[src/rtl/riscv_pkg.sv]
// Shared types and constants for the instruction-memory boot loader.
package riscv_pkg;

  typedef enum logic [1:0] {
    StIdle = 2'd0,
    StLoad = 2'd1,
    StDone = 2'd2,
    StErr  = 2'd3
  } boot_state_e;

  localparam int unsigned ImemDepth = 32;
  // addi x0, x0, 0
  localparam logic [31:0] NopInstr  = 32'h0000_0013;

endpackage

[src/rtl/imem_boot_ctrl_byte_packer.sv]
// Assembles a byte stream into 32-bit little-endian words, least-significant byte first.
module imem_boot_ctrl_byte_packer (
  input  logic        clk_i,
  input  logic        rst_ni,
  input  logic        clear_i,
  input  logic        byte_valid_i,
  input  logic [7:0]  byte_i,
  output logic        word_valid_o,
  output logic [31:0] word_o
);

  logic [1:0]  byte_idx_q, byte_idx_d;
  logic [23:0] shift_q, shift_d;

  always_comb begin
    byte_idx_d = byte_idx_q;
    shift_d    = shift_q;
    if (clear_i) begin
      byte_idx_d = 2'd0;
      shift_d    = 24'd0;
    end else if (byte_valid_i) begin
      byte_idx_d = byte_idx_q + 2'd1;
      shift_d    = {byte_i, shift_q[23:8]};
    end
  end

  // The fourth byte completes the word directly from the input, without a shift.
  assign word_valid_o = byte_valid_i && !clear_i && (byte_idx_q == 2'd3);
  assign word_o       = {byte_i, shift_q};

  always_ff @(posedge clk_i or negedge rst_ni) begin
    if (!rst_ni) begin
      byte_idx_q <= 2'd0;
      shift_q    <= 24'd0;
    end else begin
      byte_idx_q <= byte_idx_d;
      shift_q    <= shift_d;
    end
  end

endmodule

[src/rtl/imem_boot_ctrl.sv]
// Boot loader: streams a program into instruction RAM, then releases the core and
// hands the RAM read port to the core's fetch address.
module imem_boot_ctrl
  import riscv_pkg::*;
#(
  parameter int unsigned Depth     = ImemDepth,
  parameter int unsigned AddrW     = $clog2(Depth),
  parameter logic [31:0] IdleInstr = NopInstr
) (
  input  logic             clk_i,
  input  logic             rst_ni,
  input  logic             byte_valid_i,
  input  logic [7:0]       byte_data_i,
  output logic             byte_ready_o,
  input  logic             reload_i,
  input  logic [31:0]      core_pc_i,
  output logic [31:0]      core_instr_o,
  output logic             cpu_rst_no,
  output logic             mem_we_o,
  output logic [AddrW-1:0] mem_addr_o,
  output logic [31:0]      mem_wdata_o,
  input  logic [31:0]      mem_rdata_i,
  output logic             load_done_o,
  output logic             load_err_o
);

  localparam int unsigned CntW = AddrW + 1;

  boot_state_e     state_q, state_d;
  logic [CntW-1:0] word_cnt_q, word_cnt_d;
  logic [CntW-1:0] word_cnt_inc;
  logic [7:0]      count_q, count_d;
  logic            mem_we_q, mem_we_d;
  logic [31:0]     mem_wdata_q, mem_wdata_d;

  logic            take;
  logic            pack_clear;
  logic            word_valid;
  logic [31:0]     word;
  logic            unused_pc;

  assign byte_ready_o = (state_q == StIdle) || (state_q == StLoad);
  // A reload in the same cycle as a handshake drops that byte.
  assign take         = byte_valid_i && byte_ready_o && !reload_i;
  assign pack_clear   = reload_i || (state_q != StLoad);
  assign word_cnt_inc = word_cnt_q + 1'b1;

  imem_boot_ctrl_byte_packer u_packer (
    .clk_i        (clk_i),
    .rst_ni       (rst_ni),
    .clear_i      (pack_clear),
    .byte_valid_i (take && (state_q == StLoad)),
    .byte_i       (byte_data_i),
    .word_valid_o (word_valid),
    .word_o       (word)
  );

  always_comb begin
    state_d     = state_q;
    word_cnt_d  = word_cnt_q;
    count_d     = count_q;
    mem_we_d    = 1'b0;
    mem_wdata_d = mem_wdata_q;

    unique case (state_q)
      StIdle: begin
        if (take) begin
          if (byte_data_i == 8'd0) begin
            state_d = StDone;
          end else if (byte_data_i > 8'(Depth)) begin
            state_d = StErr;
          end else begin
            count_d = byte_data_i;
            state_d = StLoad;
          end
        end
      end
      StLoad: begin
        if (word_valid) begin
          mem_we_d    = 1'b1;
          mem_wdata_d = word;
        end
        // The address advances only once the write cycle has been presented.
        if (mem_we_q) begin
          word_cnt_d = word_cnt_inc;
          if (8'(word_cnt_inc) == count_q) begin
            state_d = StDone;
          end
        end
      end
      StDone, StErr: ;
      default: state_d = StIdle;
    endcase

    if (reload_i) begin
      state_d    = StIdle;
      word_cnt_d = '0;
      mem_we_d   = 1'b0;
    end
  end

  always_ff @(posedge clk_i or negedge rst_ni) begin
    if (!rst_ni) begin
      state_q     <= StIdle;
      word_cnt_q  <= '0;
      count_q     <= 8'd0;
      mem_we_q    <= 1'b0;
      mem_wdata_q <= 32'd0;
    end else begin
      state_q     <= state_d;
      word_cnt_q  <= word_cnt_d;
      count_q     <= count_d;
      mem_we_q    <= mem_we_d;
      mem_wdata_q <= mem_wdata_d;
    end
  end

  assign mem_we_o     = mem_we_q;
  assign mem_wdata_o  = mem_wdata_q;
  assign cpu_rst_no   = (state_q == StDone);
  assign load_done_o  = (state_q == StDone);
  assign load_err_o   = (state_q == StErr);
  assign mem_addr_o   = (state_q == StDone) ? core_pc_i[AddrW+1:2] : word_cnt_q[AddrW-1:0];
  assign core_instr_o = (state_q == StDone) ? mem_rdata_i : IdleInstr;

  // Byte offset and out-of-range PC bits wrap the fetch address.
  assign unused_pc = ^{core_pc_i[31:AddrW+2], core_pc_i[1:0]};

endmodule

[config.mk]
export PLATFORM = sky130hd
export DESIGN_NAME = imem_boot_ctrl
export DESIGN_NICKNAME = d
export VERILOG_FILES = /design/src/rtl/riscv_pkg.sv /design/src/rtl/imem_boot_ctrl_byte_packer.sv /design/src/rtl/imem_boot_ctrl.sv
export SDC_FILE = /design/constraint.sdc
export NUM_CORES = 1
export LEC_CHECK = 0
export CAP_MARGIN = 30
export CORE_MARGIN = 5
export CORE_UTILIZATION = 35
export CTS_CLUSTER_SIZE = 8
export DETAILED_ROUTE_END_ITERATION = 6
export PLACE_DENSITY = 0.69
export SLEW_MARGIN = 20
export SYNTH_ARGS = -nofsm -noshare
export SYNTH_HDL_FRONTEND = slang
export SYNTH_SLANG_ARGS = --single-unit
[constraint.sdc]
create_clock -name clk_i -period 3.2 [get_ports clk_i]
set_input_delay 0.64 -clock clk_i [delete_from_list [all_inputs] [get_ports clk_i]]
set_output_delay 0.64 -clock clk_i [all_outputs]
set_load 0.1 [all_outputs]
# Yosys cells after proc, flatten, opt, wreduce, memory -nomap -nowiden
# Index checks and enable logic that the tools add are counted.
totals:
  regBits: 75
  latch_bits: 0
  ram_bits: 0
  mem_bits_ro: 0
  inputBits: 76
  output_inout_bits: 74
  memories: 0
op_classes:
  n_addsub: 2
  multipliers: 0
  div: 0
  order_cmp: 1
  eq_ne: 9
  shifts: 0
  n_mux: 19
  bitwise: 2
  n_reduce_logical: 19
op_table:
  columns: ["op", "count"]
  rows:
  - ["24-bit two-way mux", 2]
  - ["32-bit two-way mux", 1]
  - ["6-bit two-way mux", 3]
  - ["2-bit two-way mux", 8]
  - ["6-bit by 8-bit == test with 1-bit output", 1]
  - ["8-bit by 6-bit greater-than comparator with 1-bit output (second input constant)", 1]
  - ["8-bit zero test", 1]
  - ["4-bit AND reduction", 2]
  - ["6-bit by 1-bit adder with 6-bit output (second input constant)", 1]
  - ["2-bit == test (second input constant)", 3]
  - ["3-bit inequality test (second input constant)", 2]
  - ["2-bit nonzero test", 3]
  - ["1-bit logical AND", 5]
  - ["5-bit two-way mux", 1]
  - ["2-bit one-hot mux with 2 select lines", 1]
  - ["2-bit AND reduction", 2]
  - ["1-bit two-way mux", 3]
  - ["3-bit by 2-bit inequality test with 1-bit output (second input constant)", 1]
  - ["3-bit nonzero test", 1]
  - ["2-bit by 1-bit adder with 2-bit output (second input constant)", 1]
  - ["2-bit by 1-bit == test with 1-bit output (second input constant)", 1]
  - ["1-bit zero test", 2]
  - ["2-bit zero test", 1]
  - ["1-bit logical OR", 2]
  - ["other kinds (2)", 3]

# Depth between registers and ports, before layout
logic_depth:
  depth_word: 10
  ltp_mapped: 6
  mapped_depth_nobuf: 6

# Cells and area by module
# From an unflattened synthesis, not the netlist that was laid out.
unflattened:
  cells_unflattened: 303
  area_unflattened_um2: 3598.5
modules_own_cells:
  columns: ["mod", "instances", "cells_per_inst", "area_each_um2", "seq_area_each_um2"]
  rows:
  - ["imem_boot_ctrl", 1, 208, 2442.3, 1226.2]
  - ["imem_boot_ctrl_byte_packer", 1, 95, 1156.1, 650.6]

# Least setup slack after synthesis
# OpenSTA, ideal clock, no wires.
synth_timing:
  kind: "register to output"
  start: "register state_q[1]"
  end: "output mem_addr_o[0]"
  t_arrival_ns: 3.494
  path_slack_ns: -0.934
  path_stages_with_launch: 5
  n_path_buf: 1
  cell_sequence: "dfrtp_1 > clkbuf_1 > inv_1 > nor2_1 > mux2_2"
synth_between:
  elab_chain_cells: 2
synth_lines:
  columns: ["item", "line", "text"]
  rows:
  - ["start, declared", "imem_boot_ctrl.sv:29", "boot_state_e state_q, state_d;"]
  - ["start signal, assigned", "imem_boot_ctrl.sv:104", "state_q <= StIdle;"]
  - ["start signal, assigned", "imem_boot_ctrl.sv:110", "state_q <= state_d;"]
  - ["2-bit == test", null, null]
  - ["named net cpu_rst_no", "imem_boot_ctrl.sv:18", "output logic cpu_rst_no,"]
  - ["5-bit two-way mux", "imem_boot_ctrl.sv:123", "assign mem_addr_o = (state_q == StDone) ? core_pc_i[AddrW+1:2] : word_cnt_q[AddrW-1:0];"]
  - ["end, declared", "imem_boot_ctrl.sv:20", "output logic [AddrW-1:0] mem_addr_o,"]
# The timed path passes the listed nets, and every way through them passes these cells.

# Final worst setup path
layout_timing:
  start: "input byte_data_i[0]"
  end: "register count_q[3]"
layout_between:
  elab_chain_cells: 3
  elab_cells_between_ends: 5
layout_lines:
  columns: ["item", "line", "text"]
  rows:
  - ["start, declared", "imem_boot_ctrl.sv:13", "input logic [7:0] byte_data_i,"]
  - ["8-bit by 6-bit greater-than comparator with 1-bit output or 8-bit zero test (tied branches)", "imem_boot_ctrl.sv:70, imem_boot_ctrl.sv:68", null]
  - ["1-bit NOT (no source line)", null, null]
  - ["4-bit AND reduction (no source line) (*)", null, null]
  - ["end signal, assigned", "imem_boot_ctrl.sv:112", "count_q <= count_d;"]
  - ["end, declared", "imem_boot_ctrl.sv:32", "logic [7:0] count_q, count_d;"]
# Mark *: on every way between the ends. The rest lies on a longest branch, timed or not.
# A chain may end at the register's enable or synchronous reset.

==> run summary <==
# hold bufs at CTS: 0
Sequential-to-total area share from yosys stat: 0.561
Critical Path RT: 3.42 ns
Vias in the first global route: 2662
Post-CTS resize count: 0
Port Buf Inserts: 122
Crit path max fanout: 8
RSZ-0062 raised after global routing: false
TritonRoute pass-1 iters: 4
Final worst path period share: 0.829
Vias per cell: 5.00
Clock sink total: 75
DR DRC count: 0
R2R depth: 6
Flops & latches, synth: 75
Global-route usage over all layers: 0.151
Worst setup EP type: flip-flop
Total CTS buffers: 9
Initial Util: 0.360
Slowest-stage cell, CP: or4_4
Largest net degree at the start of global routing: 76
Die ar.: 11600 um^2
Average size of a mapped cell: 12.5 um^2
Mapped Cells: 267
Actual slew at the worst max-slew pin: 0.640 ns
Antenna-violating nets left: 0
Detail Placement HPWL: 6.22 mm
CTS HTree Levels: 3
FF+latch area: 1880 um^2
Critical Path Max Stage Delay: 0.60 ns
P per Cell Area: 534 nW/um^2
Root Buffer: clkbuf_8
Peak supply drop: 0.000213 V
# nets final: 469
GR Overflow Total: 0
Design area: 4890 um^2
Min Tclk post-route: 2.65 ns
Initial drt markers: 161
Critical Path Start Type: input pin
Crit Path Category: in -> reg
Synth-to-layout area growth: 46.2%
Grt met1 use: 0.182
YS warnings: 0
DP Area: 4620 um^2
Setup TNS: 0 ns
Setup Skew: 0.0104 ns
First-pass GRT wire length: 14.0 mm
Die height: 108 um
Clock Tree Buf Depth: 2
I/O Pins: 150
Final Hold Viols: 0
CP cell instances: clkdlybuf4s50_1 -> or4_1 -> o21ai_1 -> nand3_1 -> or4_4 -> mux2_4
Top Usage Layer GRT: met2
Fmax: 377 MHz
M2 GR Usage: 0.251
Met3 usage: 0.0588
Synth Cell Area: 3340 um^2
Row count: 35
Post-synth net total: 345
Die Width: 108 um
Antenna violations before repair: 0
CTS tree: done
Total number of vias: 2621
Max-cap viol count: 0
Run status: completed
Drt wl/cell: 16.5 um
Setup Fix Bufs, Post-CTS: 0
Critical path arrival: 2.87 ns
Area of the multi-input gates: 1380 um^2
RePlAce Congestion: 0.793
Placeable Area: 9280 um^2
Final wirelength: 8.64 mm
Final Max Tran Viols: 0
Synth cell types: 38
# diodes: 0
Fraction of layout cells with a size suffix above 1: 0.377
Fillers: 837
Relative slew slack: 0.573
Endpoints failing setup: 0
Static leakage: 2.50 nW
Reg clk slew, reported paths: 0.08 ns
Worst skew pair latency: 0.34 ns
Min-delay worst type: in -> async
-- flip-flops by register name, indices dropped and copies added, names as in the netlist --
register and flops:
word_cnt_q 6, u_packer.shift_q 24, u_packer.byte_idx_q 2, mem_we_o 1, state_q 2, count_q 8, mem_wdata_o 32
-- synthesized netlist by cell type --
master	number	area, um^2
a21o_1	1	7.51
a21oi_1	4	20.0
a22o_1	24	210
a22o_2	1	10.0
a31oi_1	1	6.26
a32o_1	2	20.0
and2_1	1	6.26
and2_2	1	7.51
and3_1	30	188
buf_1	3	11.3
buf_4	1	7.51
buf_6	1	11.3
clkbuf_1	14	52.6
dfrtp_1	75	1880
ha_1	2	25.0
inv_1	3	11.3
mux2_2	37	417
mux2_4	6	90.1
mux2i_1	1	10.0
nand2_1	6	22.5
nand2b_1	3	18.8
nand3_1	3	15.0
nand3b_1	1	7.51
nand4_1	2	12.5
nor2_1	14	52.6
nor3_1	1	5.00
nor4_1	2	12.5
o21a_1	1	7.51
o21ai_0	2	10.0
o21ai_1	1	5.00
o221ai_1	1	8.76
or3_1	6	37.5
or3_2	1	7.51
or4_1	1	7.51
or4_4	1	11.3
or4b_2	1	10.0
xnor2_1	7	61.3
xor2_1	5	43.8
-- routing by layer --
| layer | up-vias | share of wire | wire [um] |
|---|---|---|---|
| li1 | 1211 | - | - |
| met5 | - | 0 | 0 |
| met1 | 1286 | 0.42 | 3600 |
| met2 | 112 | 0.47 | 4050 |
| met3 | 12 | 0.099 | 852 |
| met4 | 0 | 0.016 | 138 |
-- path summary, 6_finish.rpt --
kind                                                 startpoint                          endpoint  slack [ns]
worst max-delay path                             byte_data_i[0]            count_q[3]$_DFFE_PN0P_        0.55
worst min-delay path                                     rst_ni  u_packer.shift_q[14]$_DFFE_PN0P_        0.15
worst max register to register           state_q[1]$_DFFE_PN0P_       mem_wdata_o[31]$_DFFE_PN0P_        1.30
worst min register to register  u_packer.shift_q[2]$_DFFE_PN0P_   u_packer.shift_q[2]$_DFFE_PN0P_        0.49
max in group asynchronous                                rst_ni            count_q[3]$_DFFE_PN0P_        2.49
min in group clk_i              u_packer.shift_q[2]$_DFFE_PN0P_   u_packer.shift_q[2]$_DFFE_PN0P_        0.49
-- worst max-delay path: cells and delay by family --
| family | cells | cell delay, ns |
|---|---|---|
| simple gates | 3 | 1.32 |
| buf+inv | 1 | 0.42 |
| mux | 1 | 0.33 |
| compound gates | 1 | 0.16 |
-- area by class of cell --
| cell class | count | area share |
|---|---|---|
| Timing Repair Buffer | 132 | 0.249 |
| Sequential cell | 75 | 0.384 |
| Multi-Input combinational cell | 170 | 0.283 |
| Clock inverter | 4 | 0.0202 |
| Tap cell | 129 | 0.0330 |
| Clock buffer | 11 | 0.0289 |
| Inverter | 3 | 0.00230 |
-- per-stage QoR --
stage | utilization | cells | setup WS [ns] | total power, mW | hold slack, ns
final | 0.527 | 524 | 0.546 | 2.61 | 0.154
after global routing | 0.527 | 524 | 0.421 | 2.72 | 0.141
after CTS | 0.524 | 523 | 0.564 | 2.63 | 0.470
after detailed placement | 0.498 | 508 | 0.202 | 1.75 | 0.480
after global placement | 0.498 | 508 | 0.217 | 1.74 | 0.470
after floorplan | - | 267 | 0.0395 | 1.53 | 0.344
-- power by group --
part	internal [mW]	total (mW)	switching (mW)	leakage (nW)
clock network	0.537	0.877	0.340	0.120
registers	0.977	1.01	0.0333	1.04
logic	0.233	0.726	0.493	1.35
-- cell usage in the layout, fill, tap and decap left out, types with 2 or more instances in the layout --
cell type        netlist  routed
nand3_1                3       3
nand2_1                6       6
mux2_2                37      37
a32o_1                 2       2
o21ai_0                2       2
nand2b_1               3       3
dfrtp_1               75      75
a22o_1                24      24
nand4_1                2       2
clkbuf_8               0      10
a21oi_1                4       4
mux2_4                 6       6
buf_12                 0       7
and3_1                30      30
inv_1                  3       3
xor2_1                 5       5
buf_4                  1      77
nor4_1                 2       2
xnor2_1                7       7
clkdlybuf4s50_1        0      47
nor2_1                14      12
bufinv_16              0       3
or3_1                  6       6
ha_1                   2       2
-- cell families after synthesis --
kind of cell,count (synthesis),synth area share
AO/OA/AOI/OAI,38,0.0913
XOR/XNOR,12,0.0314
adder cells (fa/ha/maj),2,0.00748
buffers and inverters,22,0.0281
flip-flops,75,0.561
multiplexers,44,0.155
AND/OR/NAND/NOR,74,0.126
Power figures use the tool's default switching activity.
==> edit 1: new RTL, config.mk and constraints unchanged <==
Put a register stage on the output `load_err_o`, cleared by the reset. The value now appears one clock later. The other outputs are not delayed to match.
--- a/src/rtl/imem_boot_ctrl.sv
+++ b/src/rtl/imem_boot_ctrl.sv
@@ -119,7 +119,13 @@
   assign mem_wdata_o  = mem_wdata_q;
   assign cpu_rst_no   = (state_q == StDone);
   assign load_done_o  = (state_q == StDone);
-  assign load_err_o   = (state_q == StErr);
+  always_ff @(posedge clk_i or negedge rst_ni) begin
+    if (!rst_ni) begin
+      load_err_o <= '0;
+    end else begin
+      load_err_o <= (state_q == StErr);
+    end
+  end
   assign mem_addr_o   = (state_q == StDone) ? core_pc_i[AddrW+1:2] : word_cnt_q[AddrW-1:0];
   assign core_instr_o = (state_q == StDone) ? mem_rdata_i : IdleInstr;
 
Formal check against the unedited RTL: not equivalent (Yosys sat finds a counterexample within 4 cycles, from zero or initial values and one cycle with rst_ni low).
==> edit 1 against the unedited design <==
  * Sequential cell count rose by 1
  * Utilization down 2.5 points
  * Total power decreased by 11%
  * Cell area shrank 0.18%
  * Area after synthesis increased by 4.0%
  * Clock skew down 0.0030 ns
  * Setup slack worse by 0.075 ns
  * Routed wire length is 1.3% lower
  * Synthesized cell count is 7.9% higher
  * Maximum frequency is 2.8% lower
  * Non-clock buffer count is 2 lower
  * Critical path type unchanged
==> edit 1: results (changes against the unedited design) <==
* Multi-input combinational area share: 30.79% (+2.5 points)
- Clock buffers and inverters, area share: 3.640% (-1.3 points)
- Final HPWL DP: 6280 um (+1.0%)
- Worst clock skew: 0.007381 ns (-0.003036 ns)
* Maximum achievable frequency: 366.4 MHz (-2.8%)
- Setup slack of the most critical reg-to-reg path: 1.16 ns (-0.14 ns)
- Cell area after placement: 4676 sq um (+1.2%)
- Cell count after placement: 533 (+4.9%)
- For the worst-skew pair, the clock arrives at the later sink with an insertion delay of 0.35 ns.
* Non-clock buffering overhead: 22.97% (-1.9 points)
- Overall track demand over capacity in global routing: 14.27% (-0.87 points)
- The largest fanout of any net on the critical path came to 8 (unchanged).
* Post-Place Worst Slack: 0.09335 ns (-0.1084 ns)
* Cells after Synth: 288 (+7.9%)
- The number of filler instances in the final layout came to 893 (+6.7%).
- Hold_ws: 0.1720 ns (+0.01846 ns)
- Number of buffers other than clock buffers in the final layout: 130 (-1.5%)
- The data arrival time of the critical path was 2.96 ns (+0.09 ns).
- The sequential cell count came to 76 (+1.3%).
- The worst register-to-register path begins at state_q[0]$_DFFE_PN0P_.
- The detailed-route wire length per cell was 15.50 um (-6.0%).
- Result of the run: finished, final reports clean
* Via density per instance: 4.842 (-3.2%)
* Main area contributors after synthesis: dfrtp_1 (55%), mux2_2 (11%), mux2i_1 (7.5%)
- The number of nets in the synthesized netlist is 366 (+6.1%).
* Slew headroom: 55.70% (-1.6 points)
- The net count of the finished layout was 490 (+4.5%).
- The number of clock buffers in the layout was 10 (-1).
- Compared with the post-synthesis result, the final layout area differs by 40.27%.
- The pin count of the biggest net entering global routing is 77 (+1.3%).
- The peak ir drop on the vdd network is 0.2218 mV (+4.4%).
- The sequential cell area came to 1902 sq um (+1.3%).
* Max FFs per register: 32 (unchanged)
- Detailed-route wire length: 8525 um (-1.3%)
- The multi-input combinational cell count came to 192 (+13%).
- The number of DRC violations after detailed-routing iteration 0 was 94 (-42%).
* Delay contributed by the slowest stage of the critical path: 0.70 ns (+0.10 ns)
- The weighted congestion at the end of routability-driven global placement came to 0.8593 (+8.4%).
- The summed instance area of the synthesized netlist was 3480 sq um (+4.0%).
* Proportion of synthesized chip area in sequential cells: 54.66% (-1.5 points)
- Sorting the synthesized cells by how often they occur yields dfrtp_1 (76), nor2_1 (36), mux2_2 (33).
## edit 1: cell types whose count changed after synthesis, sizes merged, moves of 2 or more
cell,unedited run,this run
a22o,25,0
mux2i,1,26
nor2,14,36
clkbuf,14,10
a32o,2,0
buf,5,7
nand4,2,0
nor4,2,0
nor4b,0,2
## edit 1: routing by layer
| layer | track usage (%) | up-vias | wire length (um) |
|---|---|---|---|
| met2 | 23.54 | 108 | 4020 |
| met4 | 4.185 | 0 | 97 |
| met5 | 0 | - | 0 |
| li1 | - | 1265 | - |
| met1 | 16.94 | 1281 | 3409 |
| met3 | 6.107 | 9 | 997 |
## edit 1: final timing paths
kind / to / cells past startpoint
setup reg to reg: mem_wdata_o[3]$_DFFE_PN0P_ / 5
hold reg to reg: count_q[6]$_DFFE_PN0P_ / 1
max in group asynchronous: count_q[0]$_DFFE_PN0P_ / 2
hold / removal: mem_wdata_o[5]$_DFFE_PN0P_ / 1
setup / recovery: count_q[0]$_DFFE_PN0P_ / 6
min in group clk_i: count_q[6]$_DFFE_PN0P_ / 1
## edit 1: logic make-up (layout without fill, tap and decap cells)
kind of cell,after synthesis,in the layout,share of synthesized area (%)
XOR/XNOR,12,12,3.020
buffers and inverters,20,149,2.589
AND/OR/NAND/NOR,95,95,14.28
multiplexers,69,69,22.04
adder cells (fa/ha/maj),2,2,0.7191
AO/OA/AOI/OAI,14,14,2.697
flip-flops,76,76,54.66
## edit 1: power by group
part	leakage [nW]	internal, mW	switching (mW)
registers	1.05	0.990	0.0341
logic	1.35	0.202	0.450
clock network	0.0884	0.289	0.369
total	2.49	1.48	0.854
## edit 1: worst max-delay path: cells and delay by family
kind / cells / cell delay [ns]
buffers and inverters: 1 / 0.44
muxes: 1 / 0.37
and+or+nand+nor: 3 / 1.33
AOI/OAI and AO/OA: 1 / 0.17
==> edit 2: new RTL, config.mk and constraints unchanged <==
Made on the original files. Change the package constant `ImemDepth` from 32 to 16.
--- a/src/rtl/riscv_pkg.sv
+++ b/src/rtl/riscv_pkg.sv
@@ -8,7 +8,7 @@
     StErr  = 2'd3
   } boot_state_e;
 
-  localparam int unsigned ImemDepth = 32;
+  localparam int unsigned ImemDepth = 16;
   // addi x0, x0, 0
   localparam logic [31:0] NopInstr  = 32'h0000_0013;
 
Interface: changed (resized mem_addr_o); port bits go from 150 to 149. No check against the original RTL was run, so the function may have changed too.
==> edit 2 against the unedited design <==
  * Area after synthesis up 0.56%
  * Sequential cell count down 1
  * Total power down 7.0%
  * Cell area up 6.0%
  * Routed wire length down 6.5%
  * Combinational power down 8.0%
  * Clock power down 10%
  * Setup slack better by 0.13 ns
  * Final cell count up 0.19%
  * Critical path type is now reg2out
  * Largest cell class unchanged
  * Largest power group unchanged
==> edit 2: results (changes against the unedited design) <==
- The run finished with clean final reports.
* Initial antenna violation count: 0 (unchanged)
- Slew @ Worst Pin: 0.4882 ns (-0.1520 ns)
- Static leakage: 2.477 nW (-1.1%)
- The number of setup buffers added after CTS came to 0 (unchanged).
- Clock Pin Slew Worst Setup and Hold Paths: 0.08 ns (about the same)
- The fraction of layout cells with a size suffix above 1 is 38.89% (+1.2 points).
- The peak ir drop on the vdd network came to 0.3278 mV (+54%).
- The count of final max-slew check failures is 0 (unchanged).
- Counting instances in the post-synthesis netlist gives the leading cell types as dfrtp_1 (74), mux2_2 (36), nor2_1 (31).
- The final worst clock skew is 0.01077 ns (+0.0003550 ns).
- In the synthesized netlist the dominant register cell turns out to be dfrtp_1.
* Effective utilization at floorplan: 36.23% (+0.20 points)
- The data arrival time of the critical path is 1.88 ns (-0.99 ns).
* Synth warnings: 0 (unchanged)
* Number of global-route vias before repair: 2442 (-8.3%)
* Buffers added on ports: 120 (-1.6%)
- Proportion of synthesized chip area in sequential cells: 55.06% (-1.1 points)
* Delay contributed by the slowest stage of the critical path: 0.40 ns (-0.20 ns)
- Max FFs per register: 32 (unchanged)
- Net total in the final layout: 469 (unchanged)
- The weighted congestion at the end of routability-driven global placement was 0.7614 (-3.9%).
* Overall track demand over capacity in global routing: 14.24% (-0.89 points)
* Share of async-settable or async-resettable flops after synthesis: 100.0% (unchanged)
* Post-Place Worst Slack: 0.5700 ns (+0.3683 ns)
* Path type of the worst min-delay path: in2async
- The CTS buffer count is 9 (unchanged).
- The number of gates resized after cts came to 0 (unchanged).
- Antenna Nets Post-Route: 0 (unchanged)
* Global-route wire length before repair: 13010 um (-7.2%)
* Clock root cell: clkbuf_8
- CP max stage cell: mux2_2
- The number of DRC violations after detailed-routing iteration 0 is 101 (-37%).
- By area the synthesized netlist is led by dfrtp_1 (55%), mux2_2 (12%), mux2i_1 (7.7%).
- Final HPWL DP: 6086 um (-2.1%)
* Avg WL per Cell: 15.38 um (-6.7%)
- Via density per instance: 4.531 (-9.4%)
- At the later pin of the worst-skew pair, clock insertion delay measures about 0.35 ns.
- The diode insertion count for antenna repair was 0 (unchanged).
* Worst-path maximum fanout: 35 (+27)
* Count of distinct cell types in the synthesized netlist: 36 (-5.3%)
- The H-tree level count was 3 (unchanged).
* Area of the die: 11670 sq um (+0.51%)
- Syn nets: 346 (+0.29%)
- The pin count of the biggest net entering global routing was 75 (-1.3%).
-- edit 2: cell type report --
class                           count  area [sq um]
Tap cell                          129         161.4
Inverter                            2         8.758
Fill cell                         818          4099
Clock inverter                      5         77.57
Sequential cell                    74          1852
Clock buffer                       11         141.4
Timing Repair Buffer              127          1514
Multi-Input combinational cell    177          1430
-- edit 2: critical path: cells and delay by family, from the launching register on --
| family | cells | cell delay, ns |
|---|---|---|
| buffers and inverters | 3 | 0.62 |
| AND/OR/NAND/NOR | 1 | 0.13 |
| multiplexers | 1 | 0.40 |
| flip-flops | 1 | 0.37 |
-- edit 2: final timing paths --
| path | start | to | slack (ns) | cells past startpoint |
|---|---|---|---|---|
| worst max register to register | state_q[0]$_DFFE_PN0P_ | count_q[4]$_DFFE_PN0P_ | 1.34 | 4 |
| max in group asynchronous | rst_ni | state_q[0]$_DFFE_PN0P_ | 2.38 | 2 |
| worst min-delay path | rst_ni | mem_wdata_o[11]$_DFFE_PN0P_ | 0.26 | 1 |
| worst min register to register | count_q[7]$_DFFE_PN0P_ | count_q[7]$_DFFE_PN0P_ | 0.49 | 1 |
| worst max-delay path | state_q[1]$_DFFE_PN0P_ | mem_addr_o[0] | 0.68 | 5 |
| min in group clk_i | count_q[7]$_DFFE_PN0P_ | count_q[7]$_DFFE_PN0P_ | 0.49 | 1 |
-- edit 2: logic make-up after synthesis --
kind of cell,Yosys count,synth area share [%]
and+or+nand+nor,89,14.66
buffers and inverters,17,2.753
adders and majority gates,2,0.7439
xor gates and xnor gates,11,3.274
DFF,74,55.06
muxes,67,22.02
AOI/OAI and AO/OA,8,1.488
-- edit 2: where the power goes --
part / switching, mW / leakage [nW] / internal, mW
sequential: 0.0197 / 1.03 / 0.955
clock: 0.330 / 0.109 / 0.458
combinational: 0.416 / 1.34 / 0.253
total: 0.765 / 2.48 / 1.67
-- edit 2: through the flow --
step / cell area (sq um) / std cells
3_5_place_dp: 4946 / 508
2_1_floorplan: 3377 / 268
4_1_cts: 5165 / 524
5_1_grt: 5185 / 525
6_report: 5185 / 525
3_3_place_gp: 4946 / 508
-- edit 2: layer usage --
metal	vias up	GRT usage, %	wire [um]
li1	1153	-	-
met1	1152	17.56	3300
met2	64	23.36	4134
met3	10	4.776	487
met4	0	5.050	153
met5	-	0	0
